### config.mk
export PLATFORM = sky130hd
export DESIGN_NAME = sum_accumulator_flat
export DESIGN_NICKNAME = d
export VERILOG_FILES = /design/src/rtl/sum_accumulator_if.sv /design/src/rtl/sum_accumulator.sv /design/src/flat_wrapper.sv
export SDC_FILE = /design/constraint.sdc
export NUM_CORES = 1
export LEC_CHECK = 0
export BUFFER_PORTS_ARGS = -buffer_cell sky130_fd_sc_hd__clkbuf_2
export CORE_MARGIN = 5
export CORE_UTILIZATION = 50
export DETAILED_ROUTE_END_ITERATION = 8
export GPL_ROUTABILITY_DRIVEN = 0
export PLACE_DENSITY = 0.85
export SYNTH_ARGS = -nofsm -noshare
export SYNTH_HDL_FRONTEND = slang
export SYNTH_SLANG_ARGS = --single-unit
### constraint.sdc
create_clock -name clk -period 2 [get_ports clk]
set_input_delay 0.1 -clock clk [delete_from_list [all_inputs] [get_ports clk]]
set_output_delay 0.1 -clock clk [all_outputs]
set_load 0.02 [all_outputs]
### src/rtl/sum_accumulator_if.sv
// Handshake bundle between the adder stage, the sum accumulator and the result consumer.
// The accumulator connects through the slave modport; the stimulus side uses master.
interface sum_accumulator_if #(
  parameter int DATA_WIDTH = 4,
  parameter int ACC_WIDTH  = 8,
  parameter int CNT_WIDTH  = 8
);
  logic [DATA_WIDTH-1:0] din_data;
  logic                  din_co;
  logic                  din_last;
  logic                  din_vld;
  logic                  din_rd;
  logic [ACC_WIDTH-1:0]  dout_data;
  logic                  dout_overflow;
  logic [CNT_WIDTH-1:0]  dout_cnt;
  logic                  dout_vld;
  logic                  dout_rd;

  modport master (
    output din_data, din_co, din_last, din_vld, dout_rd,
    input  din_rd, dout_data, dout_overflow, dout_cnt, dout_vld
  );

  modport slave (
    input  din_data, din_co, din_last, din_vld, dout_rd,
    output din_rd, dout_data, dout_overflow, dout_cnt, dout_vld
  );
endinterface

### src/rtl/sum_accumulator.sv
// Reduces a stream of adder result words {carry, sum} into one registered frame total,
// word count and sticky wrap flag, presented on a valid/ready result port.
module sum_accumulator #(
  parameter int DATA_WIDTH = 4,
  parameter int ACC_WIDTH  = 8,
  parameter int CNT_WIDTH  = 8
) (
  input  logic               clk,
  input  logic               rst_n,
  sum_accumulator_if.slave   bus
);
  typedef enum logic {ST_ACC, ST_OUT} state_t;

  localparam logic [CNT_WIDTH-1:0] CNT_MAX = {CNT_WIDTH{1'b1}};

  state_t                state_q, state_d;
  logic [ACC_WIDTH-1:0]  acc_q;
  logic                  ovf_q;
  logic [CNT_WIDTH-1:0]  cnt_q;
  logic                  acc_en;
  logic                  clr;
  logic                  rd_state;
  logic                  vld_state;
  logic [ACC_WIDTH:0]    sum;

  // One extra bit captures the carry out of the accumulator's top bit.
  assign sum = {1'b0, acc_q} + (ACC_WIDTH+1)'({bus.din_co, bus.din_data});

  // NOTE: every signal assigned here gets a default first so no latch is inferred.
  always_comb begin
    state_d   = state_q;
    rd_state  = 1'b0;
    vld_state = 1'b0;
    acc_en    = 1'b0;
    clr       = 1'b0;
    unique case (state_q)
      ST_ACC: begin
        rd_state = 1'b1;
        if (bus.din_vld) begin
          acc_en = 1'b1;
          if (bus.din_last) state_d = ST_OUT;
        end
      end
      ST_OUT: begin
        vld_state = 1'b1;
        if (bus.dout_rd) begin
          clr     = 1'b1;
          state_d = ST_ACC;
        end
      end
    endcase
  end

  // NOTE: state registers use non-blocking assignments so all flops update together.
  always_ff @(posedge clk or negedge rst_n) begin
    if (!rst_n) begin
      state_q <= ST_ACC;
      acc_q   <= '0;
      ovf_q   <= 1'b0;
      cnt_q   <= '0;
    end else begin
      state_q <= state_d;
      if (acc_en) begin
        acc_q <= sum[ACC_WIDTH-1:0];
        ovf_q <= ovf_q | sum[ACC_WIDTH];
        cnt_q <= (cnt_q == CNT_MAX) ? cnt_q : cnt_q + CNT_WIDTH'(1);
      end else if (clr) begin
        acc_q <= '0;
        ovf_q <= 1'b0;
        cnt_q <= '0;
      end
    end
  end

  // Ready is held low for the whole time reset is asserted, not only until the next edge.
  assign bus.din_rd        = rd_state & rst_n;
  assign bus.dout_vld      = vld_state;
  assign bus.dout_data     = acc_q;
  assign bus.dout_overflow = ovf_q;
  assign bus.dout_cnt      = cnt_q;
endmodule
### src/flat_wrapper.sv
// flat-port wrapper written by rule: the top's interface ports become plain ports
module sum_accumulator_flat 
#(
  parameter int DATA_WIDTH = 4,
  parameter int ACC_WIDTH  = 8,
  parameter int CNT_WIDTH  = 8
)
  (clk, rst_n, bus_din_data, bus_din_co, bus_din_last, bus_din_vld, bus_dout_rd, bus_din_rd, bus_dout_data, bus_dout_overflow, bus_dout_cnt, bus_dout_vld);
  sum_accumulator_if #(.DATA_WIDTH(DATA_WIDTH), .ACC_WIDTH(ACC_WIDTH), .CNT_WIDTH(CNT_WIDTH)) bus_i ();
  input  logic clk;
  input  logic rst_n;
  input wire logic [$bits(bus_i.din_data)-1:0] bus_din_data;
  input wire logic [$bits(bus_i.din_co)-1:0] bus_din_co;
  input wire logic [$bits(bus_i.din_last)-1:0] bus_din_last;
  input wire logic [$bits(bus_i.din_vld)-1:0] bus_din_vld;
  input wire logic [$bits(bus_i.dout_rd)-1:0] bus_dout_rd;
  output wire logic [$bits(bus_i.din_rd)-1:0] bus_din_rd;
  output wire logic [$bits(bus_i.dout_data)-1:0] bus_dout_data;
  output wire logic [$bits(bus_i.dout_overflow)-1:0] bus_dout_overflow;
  output wire logic [$bits(bus_i.dout_cnt)-1:0] bus_dout_cnt;
  output wire logic [$bits(bus_i.dout_vld)-1:0] bus_dout_vld;
  assign bus_i.din_data = bus_din_data;
  assign bus_i.din_co = bus_din_co;
  assign bus_i.din_last = bus_din_last;
  assign bus_i.din_vld = bus_din_vld;
  assign bus_i.dout_rd = bus_dout_rd;
  assign bus_din_rd = bus_i.din_rd;
  assign bus_dout_data = bus_i.dout_data;
  assign bus_dout_overflow = bus_i.dout_overflow;
  assign bus_dout_cnt = bus_i.dout_cnt;
  assign bus_dout_vld = bus_i.dout_vld;
  sum_accumulator #(.DATA_WIDTH(DATA_WIDTH), .ACC_WIDTH(ACC_WIDTH), .CNT_WIDTH(CNT_WIDTH)) u_core (.clk(clk), .rst_n(rst_n), .bus(bus_i));
endmodule
* Yosys cells after proc, flatten, opt, wreduce, memory -nomap -nowiden
Cells that the tools add are included.
** Word-level totals
- Bits in registers :: 18
- Bits in latches :: 0
- RAM bits :: 0
- Bits in read-only memories :: 0
- Logic and storage cells :: 29
- Memories :: 0
** Cells by class
- $add $sub $neg :: 2
- $mul :: 0
- Divide/modulo/power cells :: 0
- $lt $le $gt $ge :: 0
- Eq/ne operators :: 2
- Shift-type cells :: 0
- Multiplexer cells :: 16
- Bitwise operators :: 3
- Reduce and logical (&&, ||, !) cells :: 2
** Operators by type and width (number)
- $mux W8 :: 4
- $mux W1 :: 11
- $add A8 B5 Y9 :: 1
- $add A8 B1 Y8 const B :: 1
- $eq A8 B8 Y1 const B :: 1
- $ne A2 B2 Y1 const B :: 1
- $pmux W1 S2 :: 1
- $reduce_and A2 Y1 :: 1
- $reduce_bool A2 Y1 :: 1
- $and A1 B1 Y1 :: 1
- $not A1 Y1 :: 1
- $or A1 B1 Y1 :: 1

* Logic depth before layout (Yosys ltp)
- Word-level depth :: 4
- Depth in mapped cells :: 6
- Depth with buffers taken out :: 6

* Worst setup path after synthesis
No wires, ideal clock.
- Path kind :: reg-to-reg
- From :: register u_core.acc_q[0], in the netlist u_core.bus.dout_data[0]
- To :: register u_core.acc_q[6], in the netlist u_core.bus.dout_data[6]
- Setup time :: 0.080 ns
- Arrival :: 1.774 ns
- Required time :: 1.920 ns
- Slack :: 0.146 ns
- Cell stages (with the launch flop) :: 7
- Clock period less this slack :: 1.854 ns
- Cell sequence :: dfrtp_1 > ha_1 > fa_1 > a211oi_1 > nor2_1 > o211ai_1 > mux2i_1
** On the way
- Longest elaborated chain between the ends :: 2
** Ends and longest elaborated chain
- from (decl) :: line sum_accumulator.sv:17 : logic [ACC_WIDTH-1:0] acc_q;
- from (signal assigned) :: line sum_accumulator.sv:64 : acc_q <= sum[ACC_WIDTH-1:0];
- $add A8 B5 Y9 :: line sum_accumulator.sv:27 : assign sum = {1'b0, acc_q} + (ACC_WIDTH+1)'({bus.din_co, bus.din_data});
- $mux W8 :: line sum_accumulator.sv:63 : if (acc_en) begin
Every way passes these cells.
A chain may end at the register's enable or synchronous reset.

* Final worst setup path
Same ends and word-level chain as after synthesis.

==> out/metrics.yaml <==
critical_path:
  reg2reg_from: "u_core.bus.dout_data[0]"
  critPathMaxFanout: 3
  worstSetupEndpointType: "flip-flop"
  r2r-end: "u_core.bus.dout_data[6]"
  startpoint_type: "flip-flop"
  critPathMaxStageDelay_ns: 0.43
  crit_arrival_ns: 2.15
  cp_cell_sequence: "ha_1, fa_1, a211oi_1, nor2_1, o211ai_1, mux2i_1"
  worst-r2r-setup-slack_ns: 0.08
  worstSetupPathType: "reg2reg"
  critical_path_required_ns: 2.23
  rr_worst_depth: 6
  crit_slowest_cell: "fa_1"
timing:
  tightest_slew_ns: 0.4710
  max_freq_mhz: 520.4
  drv_slew: 0
  fin_setup_tns_ns: 0
  finalSetupViolCount: 0
  skew_ns: 0.001114
  timing_hold_violations_final: 0
  grt_setup_unrepaired: "false"
  fin_crit_sh: 0.9608
  fin_hold_ws_ns: 0.04441
  relSlewSlack: 0.6860
  finalWorstSetupSlack_ns: 0.07846
  min_period_ns: 1.922
finish:
  antenna_cells: 0
  stdcell_count: 163
  fillers: 170
  syn2layout_area_growth_pct: 21.49
  drive_gt1_frac: 0.3088
  register_area_sq_um: 450.4
  multi_input_area_sq_um: 580.6
  fin_nets: 154
floorplanning:
  start_util: 0.5259
  dieHeight_um: 55.66
  core_area_sq_um: 1982
  die_x_um: 55.66
  die-area_sq_um: 3097
  rows: 16
  io_pins: 29
synthesis:
  synth_cell_type_count: 33
  syn_area_sq_um: 1042
  async_flop_share: 1.000
  postSynthAreaPerCell_sq_um: 10.12
  ys_warn_count: 0
  synth_enable_flop_cells: 0
  synth-main-ff-cell: "dfrtp_1"
  ys_seq_area_frac: 0.4322
  synth_nets: 120
  postSynthCellCount: 103
  ys_seq_elements: 18
power:
  peakVddDrop_v: 0.0008723
  cellPowerDensity_nw_per_um2: 1124
  p_leak_nw: 0.6380
clock_network:
  cts_buffers: 3
  clock-root-buffer: "clkbuf_4"
  cts_tree: "done"
  path_clk_slew_ns: 0.11
  worstSkewPairLatency_ns: 0.29
  clk_path_buf_depth: 2
  h-tree-depth: 1
  cts_setup_buffers: 0
  cts_sinks: 18
hold_path:
  min-delay-start: "bus_din_last"
  hold_path_class: "in2reg"
  holdPathStages: 3
  hold_end: "u_core.state_q"
place:
  placed_cells: 158
  post-place-ws_ns: 0.1518
  port-buffer-count: 28
  hpwlAfterDp_um: 1940
global_route:
  antenna_found_initial: 0
  grt_pass1_wl_um: 4319
  grt_max_degree: 20
  grt_overflow: 0
  grt_usage: 0.1719
  grt_pass1_vias: 962
detailed_routing:
  drc: 0
  dr.pass1.iters: 6
  routedWlPerCell_um: 15.48
  viasPerCell: 5.748
  ant_nets: 0
  detail_route.iter0.violations: 23
  wl_um: 2523
  dr_total_vias: 937
run:
  max_cap_viol_count: 0
outcome:
  status: "completed"
sequential cells by signal (all words and copies together), names as in the netlist:
name,cells
u_core.bus.dout_overflow,1
u_core.bus.dout_cnt,8
u_core.bus.dout_data,8
u_core.state_q,1
cell usage in the layout, fill, tap and decap left out:
master | synthesis | layout
a211oi_1 | 3 | 3
mux2_2 | 1 | 1
mux2i_1 | 6 | 6
nand2b_1 | 1 | 1
dlygate4sd3_1 | 0 | 1
a22o_2 | 2 | 2
a22o_1 | 1 | 1
nand4_1 | 3 | 3
a31oi_1 | 1 | 1
or3_1 | 1 | 1
xnor2_1 | 1 | 1
nor2_1 | 5 | 5
inv_1 | 2 | 2
nor3_1 | 3 | 3
fa_1 | 1 | 1
and4_1 | 1 | 1
buf_4 | 0 | 1
and2b_2 | 2 | 2
a21oi_1 | 6 | 6
clkbuf_2 | 0 | 28
o211ai_1 | 1 | 1
o31ai_1 | 1 | 1
and2_2 | 1 | 1
nand3b_1 | 1 | 1
nand4b_4 | 1 | 1
clkbuf_4 | 0 | 3
a41o_2 | 1 | 1
clkbuf_8 | 0 | 1
nand2_1 | 16 | 16
dfrtp_1 | 18 | 18
o21ai_0 | 8 | 8
a21o_1 | 3 | 3
o311a_2 | 1 | 1
ha_1 | 6 | 6
nand3_1 | 2 | 2
xor2_1 | 1 | 1
a211o_1 | 1 | 1
how the worst max path moves through the flow:
stage                                       start                       to  slack [ns]
after floorplan           u_core.bus.dout_data[0]  u_core.bus.dout_data[6]        0.15
after global placement    u_core.bus.dout_data[0]  u_core.bus.dout_data[6]        0.19
after detailed placement  u_core.bus.dout_data[0]  u_core.bus.dout_data[6]        0.15
after CTS                 u_core.bus.dout_data[0]  u_core.bus.dout_data[6]        0.11
after global routing      u_core.bus.dout_data[0]  u_core.bus.dout_data[6]        0.03
final                     u_core.bus.dout_data[0]  u_core.bus.dout_data[6]        0.08
power by group:
part / switching, mW / total [mW] / internal, mW
Combinational: 0.360 / 0.612 / 0.252
Sequential: 0.130 / 0.582 / 0.452
Clock: 0.119 / 0.230 / 0.111
area by class of cell:
type                       instances  area share
multi-input combinational         82      0.4585
sequential                        18      0.3557
timing repair buffer              30      0.1245
clock buffer                       4     0.02866
tap                               27     0.02668
inverter                           2    0.005929
cell usage after synthesis (2+ instances only):
cell type,n,area (sq um)
dfrtp_1,18,450.4
nand2_1,16,60.06
o21ai_0,8,40.04
a21oi_1,6,30.03
ha_1,6,75.07
mux2i_1,6,60.06
nor2_1,5,18.77
a211oi_1,3,22.52
a21o_1,3,22.52
nand4_1,3,18.77
nor3_1,3,15.01
a22o_2,2,20.02
and2b_2,2,17.52
inv_1,2,7.510
nand3_1,2,10.01
critical path, delay by kind of cell (launching register included):
| kind | cells | cell delay, ns |
|---|---|---|
| simple gates | 1 | 0.11 |
| flops | 1 | 0.42 |
| mux | 1 | 0.19 |
| fa+ha+maj | 2 | 0.66 |
| compound gates | 2 | 0.47 |
metrics by stage:
stage / instance area, sq um / total power [mW] / utilization
6_report: 1266 / 1.424 / 0.6389
3_3_place_gp: 1220 / 1.159 / 0.6155
2_1_floorplan: 1042 / 0.9851 / -
4_1_cts: 1266 / 1.428 / 0.6389
3_5_place_dp: 1220 / 1.199 / 0.6155
5_1_grt: 1266 / 1.520 / 0.6389
metal layers:
metal,GRT usage,part of all wire,wire length (um),vias up
li1,-,-,-,450
met1,0.2085,0.43,1096,458
met2,0.2990,0.51,1288,25
met3,0.03480,0.046,117,4
met4,0.06250,0.0083,21,0
met5,0,0,0,-
what timing repair did:
item	in CTS	in global routing
hold endpoints to repair	18	0
resized for setup	0	0
hold buffers	1	0
kinds of logic after synthesis:
kind of cell             share of synthesized area
AO/OA/AOI/OAI                               0.1885
multiplexers                               0.06843
AND/OR/NAND/NOR                             0.1921
buffers and inverters                      0.01080
flip-flops                                  0.4322
adder cells (fa/ha/maj)                    0.09124
XOR/XNOR                                   0.01681
Note: power is estimated with default switching activity, not from simulation.
